<file path="config.mk">
export PLATFORM = sky130hd
export DESIGN_NAME = fifo_sync_any_entry
export DESIGN_NICKNAME = d
export VERILOG_FILES = /design/src/rtl/fifo_sync_any_entry_pkg.sv /design/src/rtl/fifo_sync_any_entry_wrap_ptr.sv /design/src/rtl/fifo_sync_any_entry.sv
export SDC_FILE = /design/constraint.sdc
export NUM_CORES = 1
export LEC_CHECK = 0
export ABC_AREA = 1
export CAP_MARGIN = 30
export CORE_AREA = 2 2 83 61
export DETAILED_ROUTE_END_ITERATION = 8
export DIE_AREA = 0 0 85 63
export GPL_TIMING_DRIVEN = 0
export PLACE_DENSITY = 0.83
export SYNTH_ARGS = -nofsm -noshare
export SYNTH_HDL_FRONTEND = slang
export SYNTH_SLANG_ARGS = --single-unit
</file>
<file path="constraint.sdc">
create_clock -name clk -period 3.6 [get_ports clk]
set_clock_uncertainty 0.1 [all_clocks]
set_input_delay 0.54 -clock clk [delete_from_list [all_inputs] [get_ports clk]]
set_output_delay 0.54 -clock clk [all_outputs]
set_load 0.05 [all_outputs]
</file>
<file path="src/rtl/fifo_sync_any_entry_pkg.sv">
// Shared helpers for the synchronous any-depth FIFO: width functions and flag state.
// Used by fifo_sync_any_entry and fifo_wrap_ptr.
package fifo_pkg;

  typedef struct packed {
    logic full;
    logic almost_full;
    logic empty;
    logic almost_empty;
  } fifo_flags_t;

  function automatic int unsigned cnt_w(input int unsigned depth);
    return $clog2(depth + 1);
  endfunction

  function automatic int unsigned ptr_w(input int unsigned depth);
    return ($clog2(depth) < 1) ? 1 : $clog2(depth);
  endfunction

  // Flags are derived from an occupancy value, so they can never disagree with count.
  function automatic fifo_flags_t calc_flags(input int unsigned cnt,
                                             input int unsigned depth,
                                             input int unsigned af,
                                             input int unsigned ae);
    fifo_flags_t f;
    f.full         = (cnt == depth);
    f.almost_full  = (cnt >= af);
    f.empty        = (cnt == 0);
    f.almost_empty = (cnt <= ae);
    return f;
  endfunction

endpackage

</file>
<file path="src/rtl/fifo_sync_any_entry_wrap_ptr.sv">
// Pointer that counts 0..DEPTH-1 and wraps to 0; no power-of-two assumption.
module fifo_wrap_ptr
  import fifo_pkg::*;
#(
  parameter  int DEPTH = 6,
  localparam int PW    = int'(ptr_w(DEPTH))
) (
  input  logic          clk,
  input  logic          rst_n,
  input  logic          inc,
  output logic [PW-1:0] ptr
);

  localparam logic [PW-1:0] LAST = PW'(DEPTH - 1);

  always_ff @(posedge clk) begin
    if (!rst_n) begin
      ptr <= '0;
    end else if (inc) begin
      ptr <= (ptr == LAST) ? '0 : ptr + PW'(1);
    end
  end

endmodule

</file>
<file path="src/rtl/fifo_sync_any_entry.sv">
// Single-clock FIFO of arbitrary depth with show-ahead dout, count and registered flags.
// Define FIFO_SYNC_ANY_ENTRY_ERR_EN to build the sticky overflow/underflow registers.
module fifo_sync_any_entry
  import fifo_pkg::*;
#(
  parameter  int DEPTH     = 6,
  parameter  int DWIDTH    = 8,
  parameter  int AF_THRESH = DEPTH - 1,
  parameter  int AE_THRESH = 1,
  localparam int CNT_W     = int'(cnt_w(DEPTH))
) (
  input  logic              clk,
  input  logic              rst_n,
  input  logic [DWIDTH-1:0] din,
  input  logic              wen,
  output logic              full,
  output logic              almost_full,
  output logic [DWIDTH-1:0] dout,
  input  logic              ren,
  output logic              empty,
  output logic              almost_empty,
  output logic [CNT_W-1:0]  count,
  output logic              overflow,
  output logic              underflow
);

  localparam int PW = int'(ptr_w(DEPTH));
  localparam fifo_flags_t RST_FLAGS = calc_flags(0, DEPTH, AF_THRESH, AE_THRESH);

  if ((DEPTH < 2) || (DWIDTH < 1) || (AF_THRESH < 1) || (AF_THRESH > DEPTH) ||
      (AE_THRESH < 0) || (AE_THRESH > DEPTH - 1)) begin : g_param_err
    $error("fifo_sync_any_entry: illegal DEPTH/DWIDTH/AF_THRESH/AE_THRESH");
  end

  logic [PW-1:0]     wr_ptr;
  logic [PW-1:0]     rd_ptr;
  logic [DWIDTH-1:0] mem [DEPTH];
  logic [CNT_W-1:0]  count_q;
  logic [CNT_W-1:0]  count_nxt;
  fifo_flags_t       flags_q;
  fifo_flags_t       flags_nxt;
  logic              wr_fire;
  logic              rd_fire;

  assign wr_fire = wen & ~flags_q.full;
  assign rd_fire = ren & ~flags_q.empty;

  fifo_wrap_ptr #(.DEPTH(DEPTH)) u_wr_ptr (
    .clk   (clk),
    .rst_n (rst_n),
    .inc   (wr_fire),
    .ptr   (wr_ptr)
  );

  fifo_wrap_ptr #(.DEPTH(DEPTH)) u_rd_ptr (
    .clk   (clk),
    .rst_n (rst_n),
    .inc   (rd_fire),
    .ptr   (rd_ptr)
  );

  always_comb begin
    count_nxt = count_q;
    case ({wr_fire, rd_fire})
      2'b10:   count_nxt = count_q + CNT_W'(1);
      2'b01:   count_nxt = count_q - CNT_W'(1);
      default: count_nxt = count_q;
    endcase
    flags_nxt = calc_flags(32'(count_nxt), DEPTH, AF_THRESH, AE_THRESH);
  end

  // Flags are registered from the next count so they land on the same edge as count.
  always_ff @(posedge clk) begin
    if (!rst_n) begin
      count_q <= '0;
      flags_q <= RST_FLAGS;
    end else begin
      count_q <= count_nxt;
      flags_q <= flags_nxt;
    end
  end

  always_ff @(posedge clk) begin
    if (wr_fire) begin
      mem[wr_ptr] <= din;
    end
  end

  assign dout         = mem[rd_ptr];
  assign count        = count_q;
  assign full         = flags_q.full;
  assign almost_full  = flags_q.almost_full;
  assign empty        = flags_q.empty;
  assign almost_empty = flags_q.almost_empty;

`ifdef FIFO_SYNC_ANY_ENTRY_ERR_EN
  logic ovf_q;
  logic unf_q;

  always_ff @(posedge clk) begin
    if (!rst_n) begin
      ovf_q <= 1'b0;
      unf_q <= 1'b0;
    end else begin
      if (wen & flags_q.full)  ovf_q <= 1'b1;
      if (ren & flags_q.empty) unf_q <= 1'b1;
    end
  end

  assign overflow  = ovf_q;
  assign underflow = unf_q;
`else
  assign overflow  = 1'b0;
  assign underflow = 1'b0;
`endif

endmodule

</file>
## After elaboration in Yosys (flattened, before gate mapping)

Memories as Yosys holds them, arrays and structs flattened. A register that Yosys moved wholly into a read port is not among the register bits.
Cells that the tools add are included.
Widths: inputs -> output; s select.

- Word-level logic and storage cells: 31
- Output and inout bits: 17
- Memories kept: 1
- Register bits after elaboration: 13
- Bits of input ports: 12
- RAM bits: 48

- Add/subtract/negate cells: 4
- Multiplexer cells: 7
- $lt $le $gt $ge: 2
- Bitwise logic cells: 4
- Equal/unequal tests: 5
- Reduce and logical (&&, ||, !) cells: 1

Memory list:

| name | words | width | read ports | clocked after Yosys merged registers in | write ports | line | text |
|---|---|---|---|---|---|---|---|
| mem | 6 | 8 | 1 | 1 | 1 | fifo_sync_any_entry.sv:37 | `logic [DWIDTH-1:0] mem [DEPTH];` |

Operators with widths:

| operator | count |
|---|---|
| $mux 3 | 4 |
| $add 3x1->3 const B | 3 |
| $eq 3x3->1 const B | 3 |
| $pmux 3 s2 | 1 |
| $ge 3x3->1 const B | 1 |
| $le 3x1->1 const B | 1 |
| $logic_not 3->1 | 1 |
| $sub 3x1->3 const B | 1 |
| $and 1x1->1 | 2 |
| $eq 2x1->1 const B | 1 |
| $eq 2x2->1 const B | 1 |
| $mux 1 | 2 |
| $not 1->1 | 2 |

## Depth between registers and ports, before layout

Gate-level depths: netlist of the first run.

- Depth after elaboration: 5
- Depth in mapped cells: 11
- Mapped depth without buffers: 11

## Hierarchy

A second synthesis of the first run with hierarchy kept.

- Cells, all modules: 241
- Area total of the unflattened synthesis: 2590.0 sq um

By module, submodules not included:

| module | area each (sq um) | times used | sequential area each (sq um) | cells an instance |
|---|---|---|---|---|
| fifo_sync_any_entry | 2342.2 | 1 | 1581.5 | 205 |
| fifo_wrap_ptr | 123.9 | 2 | 60.1 | 18 |

## Least setup slack after synthesis of the first run

Ideal clock, no wire load.

- Path kind: flip-flop to flip-flop
- From: reg flags_q, in the netlist empty
- To: reg flags_q, in the netlist full
- Data arrival time: 1903 ps
- Setup slack: 1531 ps
- Path buffers: 0
- Data required time: 3434 ps
- Cell stages (with the launch flop): 12
- Clock period less this slack: 2069 ps
- Setup time: 66 ps
- Path through: dfxtp_1 inv_1 nand2_1 inv_1 ha_1 fa_1 inv_1 nand2_2 nand2_4 nor2_4 nand2_2 a21oi_2

- Cells in the longest elaborated chain, start to end: 5
- Elaborated cells on any way between the ends: 6
- Those cells by class: 3 x eq/ne; 1 x mux; 2 x bitwise

Ends and longest elaborated chain:

| element | line | text |
|---|---|---|
| from (decl) | fifo_sync_any_entry.sv:40 | `fifo_flags_t flags_q;` |
| from (signal assigned) | fifo_sync_any_entry.sv:79 | `flags_q <= flags_nxt;` |
| $not 1->1 (*) | fifo_sync_any_entry.sv:46 | `assign rd_fire = ren & ~flags_q.empty;` |
| $and 1x1->1 (*) | fifo_sync_any_entry.sv:46 |  |
| net rd_fire | fifo_sync_any_entry.sv:43 | `logic rd_fire;` |
| $eq 2x1->1 / $eq 2x2->1 (equally long branches) | fifo_sync_any_entry.sv:64 | `case ({wr_fire, rd_fire})` |
| $pmux 3 s2 (*) | fifo_sync_any_entry.sv:64 |  |
| $eq 3x3->1 (*) | fifo_sync_any_entry_pkg.sv:26 | `f.full = (cnt == depth);` |

Mark *: on every way through the listed nets, which the timed path passes. The rest lies on a longest branch.
A chain may end at the register's enable or synchronous reset.

==> results.sh, run 1 <==
export IMPL_outcome="finished, final reports clean"
export IMPL_netlist_top_cells_area="edfxtp_1, dfxtp_1, nand2_1"
export IMPL_drive_above_1_share=0.136
export IMPL_gp_congestion=0.827
export IMPL_ys_types=24
export IMPL_final_common_cell="nand2_1"
export IMPL_grt_pass1_vias=1790
export IMPL_postCtsHoldBufs=0
export IMPL_crit_path_end_kind="output port"
export IMPL_synth_cells=233
export IMPL_internal_power_mw=1.38
export IMPL_yosysTopAreaCell="edfxtp_1"
export IMPL_switching_share=0.301
export IMPL_cts_setup_buffers=0
export IMPL_setup_viol=0
export IMPL_die_area_sq_um=5360
export IMPL_grt_overflow=0
export IMPL_fp_coreArea_sq_um=4600
export IMPL_worst_setup_path_start_kind="flip-flop"
export IMPL_grt_max_degree=11
export IMPL_final_cell_mix="nand2_1, edfxtp_1, nand3_1, clkdlybuf4s50_1, inv_1"
export IMPL_ys_warn_count=0
export IMPL_cts_buffer_depth=2
export IMPL_die_y_um=63
export IMPL_ys_seq_elements=64
export IMPL_grt_usage=0.217
export IMPL_syn_avg_cell_area_sq_um=11.1
export IMPL_p_per_area_nw_per_um2=623
export IMPL_critPathRequiredTime_ps=2960
export IMPL_ctsResizeCount=0
export IMPL_post_route_period_util=0.792
export IMPL_grt_pass1_wl_um=8610
export IMPL_setup_tns_ps=0
export IMPL_dr_pass1_iters=4
export IMPL_worst_slack_ps=749
export IMPL_syn2layout_area_growth_pct=22.6
export IMPL_wl_per_cell_um=15.6
export IMPL_worstSetupPathType="reg -> out"
export IMPL_clk_latency_ps=340
export IMPL_max_slew_margin=0.600
export IMPL_drcViolationCount=0
export IMPL_antenna_cells=0
export IMPL_p_leak_nw=1.22
export IMPL_cts_buffers=9
export IMPL_finalHoldViolCount=0
export IMPL_fin_util=0.689
export IMPL_maxSlewViolCount=0
export IMPL_wirelength_um=5250
export IMPL_cap_violations=0
export IMPL_hold_path_class="in -> reg"
export IMPL_layout_min_cycle_time_ps=2850
export IMPL_power_mw=1.98
export IMPL_htreeDepth=3
export IMPL_synth_top_cell_area_share=0.558
export IMPL_ios=29
export IMPL_switchingPower_mw=0.594
export IMPL_seq_area_sq_um=1760
export IMPL_power_frac_comb=0.241
export IMPL_worstPathMaxFanout=9
export IMPL_clk_pin_slew_ps=70
export IMPL_arrival_ps=2210
export IMPL_dp_slack_ps=982
export IMPL_seq_power_share=0.434
export IMPL_fill_cells=313
export IMPL_final_cell_area_sq_um=3170
export IMPL_tightest_slew_ps=595
export IMPL_rsz0062_at_grt="no"
export IMPL_post_dp_cell_area_sq_um=2960
export IMPL_synth_seq_area_share=0.682
export IMPL_pwr_share_clk=0.325
export IMPL_initial_utilization=0.562
export IMPL_drtIter0Drc=164
export IMPL_num_rows=21
export IMPL_antenna_found_initial=0
export IMPL_clockRootBuffer="clkbuf_8"
export IMPL_postRouteAntennaNets=0
export IMPL_die_width_um=85
export IMPL_cts_sinks=64
export IMPL_vdd_ir_drop_max_mv=0.573
export IMPL_max_freq_mhz=351
export IMPL_synth_cell_area_sq_um=2580
export IMPL_cts_tree="built"
export IMPL_avgViaCountPerCell=5.27
export IMPL_io_buffers=25
export IMPL_fin_nets=288
export IMPL_multi_input_area_sq_um=686
export IMPL_via_count=1772
export IMPL_hpwl_um=3580
==> registers in the layout, summed over array words and instances (netlist names), named ones only <==
name          count
mem              48
u_rd_ptr.ptr      3
empty             1
almost_full       1
almost_empty      1
u_wr_ptr.ptr      3
count             3
full              1
==> final timing paths <==
kind	end	cells past startpoint	start	slack, ps
worst max-delay path	dout[2]	6	flip-flop	750
worst min-delay path	almost_empty	2	rst_n	360
worst max register to register	full	10	full	1620
worst min register to register	u_rd_ptr.ptr[2]	2	u_rd_ptr.ptr[2]	400
==> power groups by stage <==
stage	clock network, mW	logic [mW]	registers (mW)
finish	0.643	0.475	0.857
CTS	0.650	0.474	0.858
global placement	0	0.456	0.871
floorplan	0	0.273	0.929
global route	0.686	0.514	0.861
detailed placement	0	0.473	0.873
==> routing by layer <==
| layer | up-vias | GRT usage | routed length (um) |
|---|---|---|---|
| li1 | 868 | - | - |
| met1 | 831 | 0.273 | 2310 |
| met2 | 69 | 0.349 | 2450 |
| met3 | 4 | 0.0911 | 463 |
| met4 | 0 | 0.0556 | 28 |
| met5 | - | 0 | 0 |
==> final cells by class <==
class                           count  area share
Buffer                              9      0.0245
Clock buffer                       12      0.0427
Clock inverter                      4      0.0217
Inverter                           22      0.0276
Multi-Input combinational cell    139       0.216
Sequential cell                    64       0.556
Tap cell                           57      0.0225
Timing Repair Buffer               29      0.0885
==> critical path, stage by stage (launching register included) <==
cell and delay, ps:
dfxtp_1 310, buf_2 230, inv_1 210, nand3_1 130, nand3_1 80, o21ai_1 100, clkdlybuf4s50_1 820
==> cell usage after synthesis <==
library cell	count
o21ai_0	9
buf_4	3
nand2_1	57
dfxtp_1	16
o21ai_1	8
buf_6	4
nand2_2	3
inv_6	1
nand2_4	1
inv_1	20
nand3_1	30
nand4_2	1
fa_1	1
nor2_1	13
clkbuf_2	1
buf_2	1
a21oi_2	1
edfxtp_1	48
nor4_1	4
ha_1	1
a21oi_1	7
inv_2	1
conb_1	1
nor2_4	1
==> stage by stage <==
| step | hold WS, ps | instances |
|---|---|---|
| after floorplan | 353 | 234 |
| after global placement | 368 | 316 |
| after detailed placement | 383 | 320 |
| after CTS | 353 | 336 |
| after global routing | 376 | 336 |
| final | 364 | 336 |
==> kinds of logic after synthesis <==
| group | share of synthesized area |
|---|---|
| AOI/OAI and AO/OA | 0.0499 |
| buffers and inverters | 0.0639 |
| other | 0.00145 |
| adders and majority gates | 0.0126 |
| and+or+nand+nor | 0.190 |
| DFF | 0.682 |
Power figures use the tool's default switching activity.
==> run 2, diff against run 1 <==
Settings changed: CORE_AREA 2 2 83 61 to 2 2 89 66, DIE_AREA 0 0 85 63 to 0 0 91 68, PLACE_DENSITY 0.83 to 0.75.
Clock period 3.6 ns to 2.4 ns, I/O delays scaled along.
==> run 2 against run 1 <==
Combinational power rose by 43%. Via count rose by 0.62%. Sequential cell count did not move. Critical path type unchanged. Die area rose by 16%. Critical path depth did not move. Sequential power rose by 51%. Cell area rose by 0.16%. Global-route usage fell by 3.9 points. Non-clock buffer count did not move. Count of clock-buffer cells in the layout fell by 3. Cell count rose by 5.4%.
==> results.sh, run 2 (same netlist as run 1, synthesis figures left out) <==
export IMPL_ios=29
export IMPL_worst_setup_path_start_kind="flip-flop"
export IMPL_avgViaCountPerCell=5.04
export IMPL_outcome="finished, final reports clean"
export IMPL_post_dp_cell_area_sq_um=2990
export IMPL_p_per_area_nw_per_um2=934
export IMPL_die_width_um=91
export IMPL_max_freq_mhz=443
export IMPL_maxSlewViolCount=0
export IMPL_min_from="rst_n"
export IMPL_cts_buffer_depth=2
export IMPL_postRouteAntennaNets=0
export IMPL_hold_path_class="in -> reg"
export IMPL_reg2regPathDepth=10
export IMPL_arrival_ps=1800
export IMPL_post_route_period_util=0.941
export IMPL_setup_viol=0
export IMPL_worstPathMaxFanout=9
export IMPL_drtIter0Drc=208
export IMPL_final_common_cell="nand2_1"
export IMPL_vdd_ir_drop_max_mv=0.517
export IMPL_crit_path_end_kind="output port"
export IMPL_syn2layout_area_growth_pct=22.8
export IMPL_worst_slack_ps=142
export IMPL_die_area_sq_um=6190
export IMPL_drcViolationCount=0
export IMPL_finalHoldViolCount=0
export IMPL_die_y_um=68
export IMPL_postCtsHoldBufs=0
export IMPL_r2r_end="empty"
export IMPL_whs_path_depth=2
export IMPL_critPathRequiredTime_ps=1940
export IMPL_fp_coreArea_sq_um=5410
export IMPL_p_leak_nw=1.22
export IMPL_dp_slack_ps=-49.4
export IMPL_htreeDepth=3
export IMPL_cap_violations=0
export IMPL_layout_min_cycle_time_ps=2260
export IMPL_wirelength_um=4980
export IMPL_largest_register="mem"
export IMPL_cts_setup_buffers=0
export IMPL_drive_above_1_share=0.179
export IMPL_final_cell_mix="nand2_1, edfxtp_1, nand3_1, inv_1, clkdlybuf4s50_1"
export IMPL_final_cell_area_sq_um=3170
export IMPL_grt_pass1_vias=1643
export IMPL_regToRegSetupSlack_ps=440
export IMPL_io_buffers=25
export IMPL_worstHoldEndpoint="almost_empty"
export IMPL_clk_pin_slew_ps=70
export IMPL_clk_latency_ps=340
export IMPL_worstSetupPathType="reg -> out"
export IMPL_max_slew_margin=0.542
export IMPL_grt_max_degree=13
export IMPL_via_count=1783
export IMPL_cts_buffers=9
export IMPL_cts_tree="built"
export IMPL_gp_congestion=0.782
export IMPL_fin_nets=288
export IMPL_reg2reg_from="full"
export IMPL_hpwl_um=3410
export IMPL_setup_tns_ps=0
export IMPL_fin_util=0.586
export IMPL_dr_pass1_iters=5
export IMPL_initial_utilization=0.478
export IMPL_antenna_found_initial=0
export IMPL_num_rows=23
export IMPL_grt_overflow=0
export IMPL_wl_per_cell_um=14.1
export IMPL_antenna_cells=0
export IMPL_cts_sinks=64
export IMPL_rsz0062_at_grt="no"
export IMPL_clockRootBuffer="clkbuf_8"
export IMPL_tightest_slew_ps=681
export IMPL_grt_usage=0.178
export IMPL_grt_pass1_wl_um=7890
export IMPL_largest_reg_flops=48
## run 2: changes by cell type in the layout (fill, tap and decap cells not counted), moves of 3 or more
cell / delta
clkdlybuf4s50_1: -8
clkbuf_2: +7
clkbuf_1: -3
clkinvlp_4: +3
## run 2: routing by layer
layer	part of all wire	global-route usage	wire length, um
met5	0	0	0
met2	0.49	0.307	2430
met1	0.43	0.204	2140
met3	0.067	0.0749	332
met4	0.014	0.0644	68
## run 2: what timing repair did
action                                  CTS  global route
gates resized for setup                  13            11
pin swaps                                 0             0
endpoints found under the setup margin    8             7
cloned                                    0             0
## run 2: where the power goes
group	leakage [nW]	switching [mW]	total, mW	internal (mW)
clock network	0.101	0.414	0.997	0.583
logic	0.551	0.467	0.679	0.213
registers	0.569	0.0338	1.29	1.25
total	1.22	0.914	2.96	2.05
## run 2: worst max path at each step
stage                     slack, ps         to
final                           140    dout[4]
after floorplan                 330       full
after global routing             40    dout[4]
after detailed placement        -50       full
after CTS                         5    dout[6]
after global placement         -640  mem[5][0]
## run 2: layout make-up
cell class	instances	area, sq um
Tap cell	75	93.8
Fill cell	455	2240
Multi-Input combinational cell	139	686
Buffer	9	77.6
Clock buffer	9	124
Timing Repair Buffer	29	246
Sequential cell	64	1760
Inverter	22	87.6
Clock inverter	7	96.3
## run 2: worst max-delay path: stages (launching register included)
cell	delay, ps
dfxtp_1	300
buf_2	220
inv_1	200
nand3_1	140
nand3_1	80
o21ai_1	120
clkdlybuf4s15_2	400
## run 2: stage by stage
stage / cells / hold slack [ps] / total power [mW]
global route: 354 / 179 / 3.09
finish: 354 / 190 / 2.96
floorplan: 234 / 353 / 1.80
detailed placement: 338 / 394 / 2.02
global placement: 334 / 369 / 1.99
CTS: 354 / 171 / 2.99
